`src/rtl/cclut_lut_writer_if.sv`:
```
// cclut_lut_writer_if -- request and LUT-RAM bus of the CCLUT LUT writer.
//
// Host side : wr_req, wr_pid, wr_adr, wr_bend, wr_offs, clr_req  (to writer)
//             busy, wr_ack, wr_err, rb_err                       (from writer)
// RAM side  : lut_we, lut_re, lut_adr, lut_wdata                 (from writer)
//             lut_rdata                                          (to writer)
// Modports: slave = the writer, master = the host/RAM environment.
interface cclut_lut_writer_if #(
  parameter int MXADRB = 12,
  parameter int MXDATB = 9,
  parameter int NPID   = 5
);
  logic              wr_req;
  logic [3:0]        wr_pid;
  logic [MXADRB-1:0] wr_adr;
  logic [4:0]        wr_bend;
  logic [3:0]        wr_offs;
  logic              clr_req;
  logic              busy;
  logic              wr_ack;
  logic              wr_err;
  logic [NPID-1:0]   lut_we;
  logic [MXADRB-1:0] lut_adr;
  logic [MXDATB-1:0] lut_wdata;
  logic [NPID-1:0]   lut_re;
  logic [MXDATB-1:0] lut_rdata;
  logic              rb_err;

  modport slave (
    input  wr_req, wr_pid, wr_adr, wr_bend, wr_offs, clr_req, lut_rdata,
    output busy, wr_ack, wr_err, lut_we, lut_adr, lut_wdata, lut_re, rb_err
  );

  modport master (
    output wr_req, wr_pid, wr_adr, wr_bend, wr_offs, clr_req, lut_rdata,
    input  busy, wr_ack, wr_err, lut_we, lut_adr, lut_wdata, lut_re, rb_err
  );
endinterface

```
`src/rtl/cclut_lut_writer.sv`:
```
// cclut_lut_writer -- writes single entries into the per-pattern-ID CCLUT
// RAMs, or sweeps every address of every LUT with the default word
// (offset 7, bend 0).
//
// Ports:
//   clock  rising-edge system clock
//   reset  asynchronous active-high reset
//   bus    cclut_lut_writer_if.slave: request handshake (wr_*/clr_req in,
//          busy/wr_ack/wr_err/rb_err out) and LUT RAM port (lut_we, lut_re,
//          lut_adr, lut_wdata out; lut_rdata in)
//
// Build option: define CCLUT_WR_READBACK_EN to read every single-entry write
// back and compare it (RDBK/CMP states, sticky rb_err). Without it lut_re and
// rb_err are tied low and lut_rdata is ignored.
module cclut_lut_writer #(
  parameter int MXADRB = 12,
  parameter int MXDATB = 9,
  parameter int NPID   = 5
) (
  input  logic             clock,
  input  logic             reset,
  cclut_lut_writer_if.slave bus
);

  typedef enum logic [2:0] {
    IDLE  = 3'd0,
    WRITE = 3'd1,
`ifdef CCLUT_WR_READBACK_EN
    RDBK  = 3'd2,
    CMP   = 3'd3,
`endif
    CLEAR = 3'd4,
    ACK   = 3'd5
  } state_t;

  localparam logic [MXDATB-1:0] CLR_WORD = MXDATB'(9'h0E0);
  localparam logic [3:0]        PID_LIM  = 4'(NPID);

  state_t            state_q, state_d;
  logic [3:0]        pid_q;
  logic [MXADRB-1:0] adr_q;
  logic [MXDATB-1:0] data_q;
  logic [MXADRB-1:0] cnt_q;
  logic              wr_err_q;
  logic              in_idle;
  logic              accept;
  logic              pid_ok;
  logic [NPID-1:0]   pid_onehot;

  assign in_idle    = (state_q == IDLE);
  assign accept     = in_idle && (bus.clr_req || bus.wr_req);
  assign pid_ok     = (bus.wr_pid < PID_LIM);
  assign pid_onehot = NPID'(1) << pid_q;

  // State register and control counters
  always_ff @(posedge clock or posedge reset) begin
    if (reset) begin
      state_q  <= IDLE;
      cnt_q    <= '0;
      wr_err_q <= 1'b0;
    end else begin
      state_q  <= state_d;
      // clr_req wins, so a simultaneous bad-pid write raises no error
      wr_err_q <= in_idle && !bus.clr_req && bus.wr_req && !pid_ok;
      // Runs only during the sweep; the final increment wraps it back to 0
      if (state_q == CLEAR)
        cnt_q <= cnt_q + 1'b1;
    end
  end

  // Request capture (data path, not reset; every use is gated by state)
  always_ff @(posedge clock) begin
    if (in_idle && bus.wr_req && !bus.clr_req) begin
      pid_q  <= bus.wr_pid;
      adr_q  <= bus.wr_adr;
      data_q <= MXDATB'({bus.wr_offs, bus.wr_bend});
    end
  end

  always_comb begin
    state_d = state_q;
    case (state_q)
      IDLE: begin
        if (bus.clr_req)
          state_d = CLEAR;
        else if (bus.wr_req && pid_ok)
          state_d = WRITE;
      end
`ifdef CCLUT_WR_READBACK_EN
      WRITE:   state_d = RDBK;
      RDBK:    state_d = CMP;
      CMP:     state_d = ACK;
`else
      WRITE:   state_d = ACK;
`endif
      CLEAR:   if (&cnt_q) state_d = ACK;
      ACK:     state_d = IDLE;
      default: state_d = IDLE;
    endcase
  end

  always_comb begin
    bus.lut_we    = '0;
    bus.lut_adr   = '0;
    bus.lut_wdata = '0;
    case (state_q)
      WRITE: begin
        bus.lut_we    = pid_onehot;
        bus.lut_adr   = adr_q;
        bus.lut_wdata = data_q;
      end
`ifdef CCLUT_WR_READBACK_EN
      RDBK, CMP: bus.lut_adr = adr_q;
`endif
      CLEAR: begin
        bus.lut_we    = '1;
        bus.lut_adr   = cnt_q;
        bus.lut_wdata = CLR_WORD;
      end
      default: ;
    endcase
  end

  assign bus.busy   = !in_idle;
  assign bus.wr_ack = (state_q == ACK);
  assign bus.wr_err = wr_err_q;

`ifdef CCLUT_WR_READBACK_EN
  logic rb_err_q;

  // Sticky mismatch flag; sets on the edge that enters ACK, so it rises
  // together with wr_ack, and clears when the next request is taken.
  always_ff @(posedge clock or posedge reset) begin
    if (reset)
      rb_err_q <= 1'b0;
    else if (accept)
      rb_err_q <= 1'b0;
    else if (state_q == CMP && bus.lut_rdata != data_q)
      rb_err_q <= 1'b1;
  end

  assign bus.lut_re = (state_q == RDBK) ? pid_onehot : '0;
  assign bus.rb_err = rb_err_q;
`else
  logic unused_rdata;
  logic unused_accept;

  assign unused_rdata  = ^bus.lut_rdata;
  assign unused_accept = accept;
  assign bus.lut_re    = '0;
  assign bus.rb_err    = 1'b0;
`endif

endmodule

```
`src/flat_wrapper.sv`:
```
// flat-port wrapper written by rule: the top's interface ports become plain ports
module cclut_lut_writer_flat 
#(
  parameter int MXADRB = 12,
  parameter int MXDATB = 9,
  parameter int NPID   = 5
)
  (clock, reset, bus_wr_req, bus_wr_pid, bus_wr_adr, bus_wr_bend, bus_wr_offs, bus_clr_req, bus_lut_rdata, bus_busy, bus_wr_ack, bus_wr_err, bus_lut_we, bus_lut_adr, bus_lut_wdata, bus_lut_re, bus_rb_err);
  cclut_lut_writer_if #(.MXADRB(MXADRB), .MXDATB(MXDATB), .NPID(NPID)) bus_i ();
  input  logic clock;
  input  logic reset;
  input wire logic [$bits(bus_i.wr_req)-1:0] bus_wr_req;
  input wire logic [$bits(bus_i.wr_pid)-1:0] bus_wr_pid;
  input wire logic [$bits(bus_i.wr_adr)-1:0] bus_wr_adr;
  input wire logic [$bits(bus_i.wr_bend)-1:0] bus_wr_bend;
  input wire logic [$bits(bus_i.wr_offs)-1:0] bus_wr_offs;
  input wire logic [$bits(bus_i.clr_req)-1:0] bus_clr_req;
  input wire logic [$bits(bus_i.lut_rdata)-1:0] bus_lut_rdata;
  output wire logic [$bits(bus_i.busy)-1:0] bus_busy;
  output wire logic [$bits(bus_i.wr_ack)-1:0] bus_wr_ack;
  output wire logic [$bits(bus_i.wr_err)-1:0] bus_wr_err;
  output wire logic [$bits(bus_i.lut_we)-1:0] bus_lut_we;
  output wire logic [$bits(bus_i.lut_adr)-1:0] bus_lut_adr;
  output wire logic [$bits(bus_i.lut_wdata)-1:0] bus_lut_wdata;
  output wire logic [$bits(bus_i.lut_re)-1:0] bus_lut_re;
  output wire logic [$bits(bus_i.rb_err)-1:0] bus_rb_err;
  assign bus_i.wr_req = bus_wr_req;
  assign bus_i.wr_pid = bus_wr_pid;
  assign bus_i.wr_adr = bus_wr_adr;
  assign bus_i.wr_bend = bus_wr_bend;
  assign bus_i.wr_offs = bus_wr_offs;
  assign bus_i.clr_req = bus_clr_req;
  assign bus_i.lut_rdata = bus_lut_rdata;
  assign bus_busy = bus_i.busy;
  assign bus_wr_ack = bus_i.wr_ack;
  assign bus_wr_err = bus_i.wr_err;
  assign bus_lut_we = bus_i.lut_we;
  assign bus_lut_adr = bus_i.lut_adr;
  assign bus_lut_wdata = bus_i.lut_wdata;
  assign bus_lut_re = bus_i.lut_re;
  assign bus_rb_err = bus_i.rb_err;
  cclut_lut_writer #(.MXADRB(MXADRB), .MXDATB(MXDATB), .NPID(NPID)) u_core (.clock(clock), .reset(reset), .bus(bus_i));
endmodule
```
`config.mk`:
```
export PLATFORM = sky130hd
export DESIGN_NAME = cclut_lut_writer_flat
export DESIGN_NICKNAME = d
export VERILOG_FILES = /design/src/rtl/cclut_lut_writer_if.sv /design/src/rtl/cclut_lut_writer.sv /design/src/flat_wrapper.sv
export SDC_FILE = /design/constraint.sdc
export NUM_CORES = 1
export LEC_CHECK = 0
export CORE_ASPECT_RATIO = 0.75
export CORE_MARGIN = 5
export CORE_UTILIZATION = 40
export CTS_BUF_LIST = sky130_fd_sc_hd__clkbuf_8
export CTS_CLUSTER_SIZE = 12
export DETAILED_ROUTE_END_ITERATION = 8
export PLACE_DENSITY = 0.78
export SLEW_MARGIN = 0
export SYNTH_ARGS = -nofsm -noshare
export SYNTH_HDL_FRONTEND = slang
export SYNTH_SLANG_ARGS = --single-unit
```
`constraint.sdc`:
```
create_clock -name clock -period 1.8 [get_ports clock]
set_input_delay 0.27 -clock clock [delete_from_list [all_inputs] [get_ports clock]]
set_output_delay 0.27 -clock clock [all_outputs]
set_load 0.05 [all_outputs]
```
==> results.md <==
* Routability cong. at 0.7830
* Synth top area cells: edfxtp_1 41%, dfrtp_1 20%, a22o_1 5.2%, nand2_1 3.7%, ha_1 3.4%
* Post-Route Utilization at 0.7188
* Vias in the first global route at 1393
* Die width at 88.30 um
* Synthesized area per cell at 12.60 sq um
* Cell area after synthesis at 1839 sq um
* H-tree depth at 2
* Status: complete, but fails checks
* Cell mode on critical path: buf_12
* Yosys Warn Count at 0
* Clock skew at 0.003389 ns
* Max Freq at 477.9 MHz
* CP Launch Type: register
* Leakage power at 1.343 nW
* Critical path class: register to output pin
* Post-synth cell types at 34
* Mapped Cells at 146
* Commonest cells in the netlist: 25 x edfxtp_1, 18 x nand2_1, 15 x dfrtp_1
* Clk_lat worst skew at 0.29 ns
* Pwr per Cell Area at 1858 nW/um^2
* Total number of vias at 1395
* CP Cell Sequence: inv_2 > ha_4 > and2_4 > buf_4 > buf_12 > a22o_2 > buf_12
* Hold WC Path Type: input port to async pin
* N_diodes at 0
* Layout net count at 265
* Worst R2R End: u_core.cnt_q[11]
* Initial Util at 0.4118
* Clock root cell: clkbuf_8
* Vias per cell at 4.982
* Max-slew violations at 0
* DRC viols at 0
* Register bit total from synthesis at 40
* GRT Total Usage at 0.1591
* CP Buf/Inv Count at 4
* Final period utilization at 1.163
* Synth-to-Final Area Change at 74.56%
* Core Rows at 21
* CTS Buffer Depth at 2
* Crit-path slowest cell: dfrtp_1
* Largest net degree at the start of global routing at 18
* Critical Path AT at 1.82 ns
* Worst Path Required at 1.53 ns
* Final hold vios at 0
* Rel. slew slack at 0.6053
* IO Port Bufs at 57
* CP delay by family, top: buffers and inverters
* Post-placement cell count at 265
* Yosys top cell by area: edfxtp_1
* Crit end category: output pin
* Fraction of layout cells with a size suffix above 1 at 0.4260
* Worst r2r path cells at 7
* Transition time of the tightest slew-check pin at 0.5915 ns
* RSZ-0062 raised after global routing: yes
* Dpl hpwl at 3132 um
* First drt pass iteration count at 4
* Most numerous cell in the Yosys netlist: edfxtp_1
* Filler instances at 281
* Pre-CTS setup slack at -0.1186 ns
* Failing checks: negative setup slack
* Initial DRC Count at 49
* CTS tree: done
* Worst Path Max Fanout at 12
* Worst R2R Setup Slack at 0.10 ns
* Largest stage delay on the critical path at 0.39 ns
* Chip Height at 68.73 um
* WL/cell at 16.34 um
* FFs w/ async S/R, synth at 0.3750
* Post-synth top area share at 0.4082
* Post-route ant nets at 0
* Final wirelength at 4575 um
* Area of the core at 4467 sq um
* Worst Slack Setup Final at -0.2927 ns
* CTS buffer count at 5
* Die area at 6068 sq um
* R2r startpoint: u_core.state_q[0]
* Number of flops mapped to enable cells by yosys at 25
* Global-route wire length before repair at 6858 um
* Worst vdd ir at 0.001277 V
* Setup violators final at 26
* Min Clock Period, post-route at 2.093 ns
* Hold_buf cts at 0
* Initial antenna violation count at 0
* Layout Cells excl Fill at 280
* Sequential fraction of the synthesis area at 0.6122
* MaxCap Viol Count at 0
* GRT overflow at 0
* I/O pin count at 73
* Clock Sink Count at 40
* Hold WS at 0.3386 ns
* Worst-path clk slew at 0.07 ns
* Primary FF master, synth: edfxtp_1
## registers in the layout, indices dropped and copies added, names as in the netlist
| name | flops |
|---|---|
| u_core.adr_q | 12 |
| u_core.data_q | 9 |
| u_core.state_q | 2 |
| u_core.bus.wr_err | 1 |
| u_core.pid_q | 4 |
| u_core.cnt_q | 12 |
## stage by stage
stage / TNS, ns / instance area [sq um] / power, mW
after detailed placement: -1.067 / 2880 / 4.721
after CTS: -3.722 / 3139 / 5.755
final: -5.114 / 3211 / 5.966
after floorplan: -0.7095 / 1944 / 3.148
after global routing: -6.761 / 3211 / 6.220
after global placement: -0.4298 / 2880 / 4.684
## final cells by class
cell class,instances,area [sq um],area share
timing repair buffer,74,1013,0.3157
sequential,40,1126,0.3507
tap,57,71.32,0.02221
multi-input combinational,96,900.9,0.2806
inverter,5,18.77,0.005846
clock inverter,3,11.26,0.003507
clock buffer,5,68.82,0.02143
## power breakdown
group / leakage, nW / switching (mW) / internal, mW / total, mW
logic: 0.875 / 2.14 / 1.99 / 4.13
clock network: 0.0444 / 0.281 / 0.258 / 0.539
registers: 0.423 / 0.158 / 1.14 / 1.30
total: 1.34 / 2.58 / 3.39 / 5.97
## metal layers
layer	wire length, um	vias to the layer above	share of wire	global-route usage
met5	0	-	0	0
li1	-	665	-	-
met3	491	11	0.11	0.06651
met4	97	0	0.021	0.07358
met1	1860	650	0.41	0.1998
met2	2125	69	0.46	0.2397
## layout by cell type (no fill, tap or decap), types with 9 or more instances in the layout
master	Yosys	final
a22o_4	0	9
buf_4	7	10
clkdlybuf4s50_1	0	29
dfrtp_1	15	15
buf_12	0	29
nand2_2	0	9
edfxtp_1	25	25
## kinds of logic after synthesis
logic type / after synthesis / synth area share
AO/OA/AOI/OAI: 19 / 0.07959
XOR/XNOR: 11 / 0.05238
adder cells (fa/ha/maj): 5 / 0.03401
buffers and inverters: 17 / 0.05170
flip-flops: 40 / 0.6122
multiplexers: 3 / 0.01973
other: 1 / 0.002039
AND/OR/NAND/NOR: 50 / 0.1483
## what timing repair did
action                                 4_1_cts  5_1_grt
setup buffers                                5        5
pin swaps                                   13        9
endpoints found under the hold margin        0        0
setup endpoints to repair                   26       26
gates cloned                                 2        0
resized for setup                           30       13
## worst max path at each step
stage	from	to	slack (ns)	cells past startpoint
after global routing	u_core.state_q[2]	bus_lut_we[1]	-0.36	8
after global placement	u_core.state_q[0]	bus_lut_adr[4]	-0.07	5
after floorplan	u_core.state_q[2]	bus_lut_we[1]	-0.10	7
final	u_core.state_q[2]	bus_lut_adr[0]	-0.29	7
after detailed placement	u_core.state_q[2]	bus_lut_we[1]	-0.12	7
after CTS	u_core.state_q[2]	bus_lut_we[1]	-0.29	8
Power figures use the tool's default switching activity.
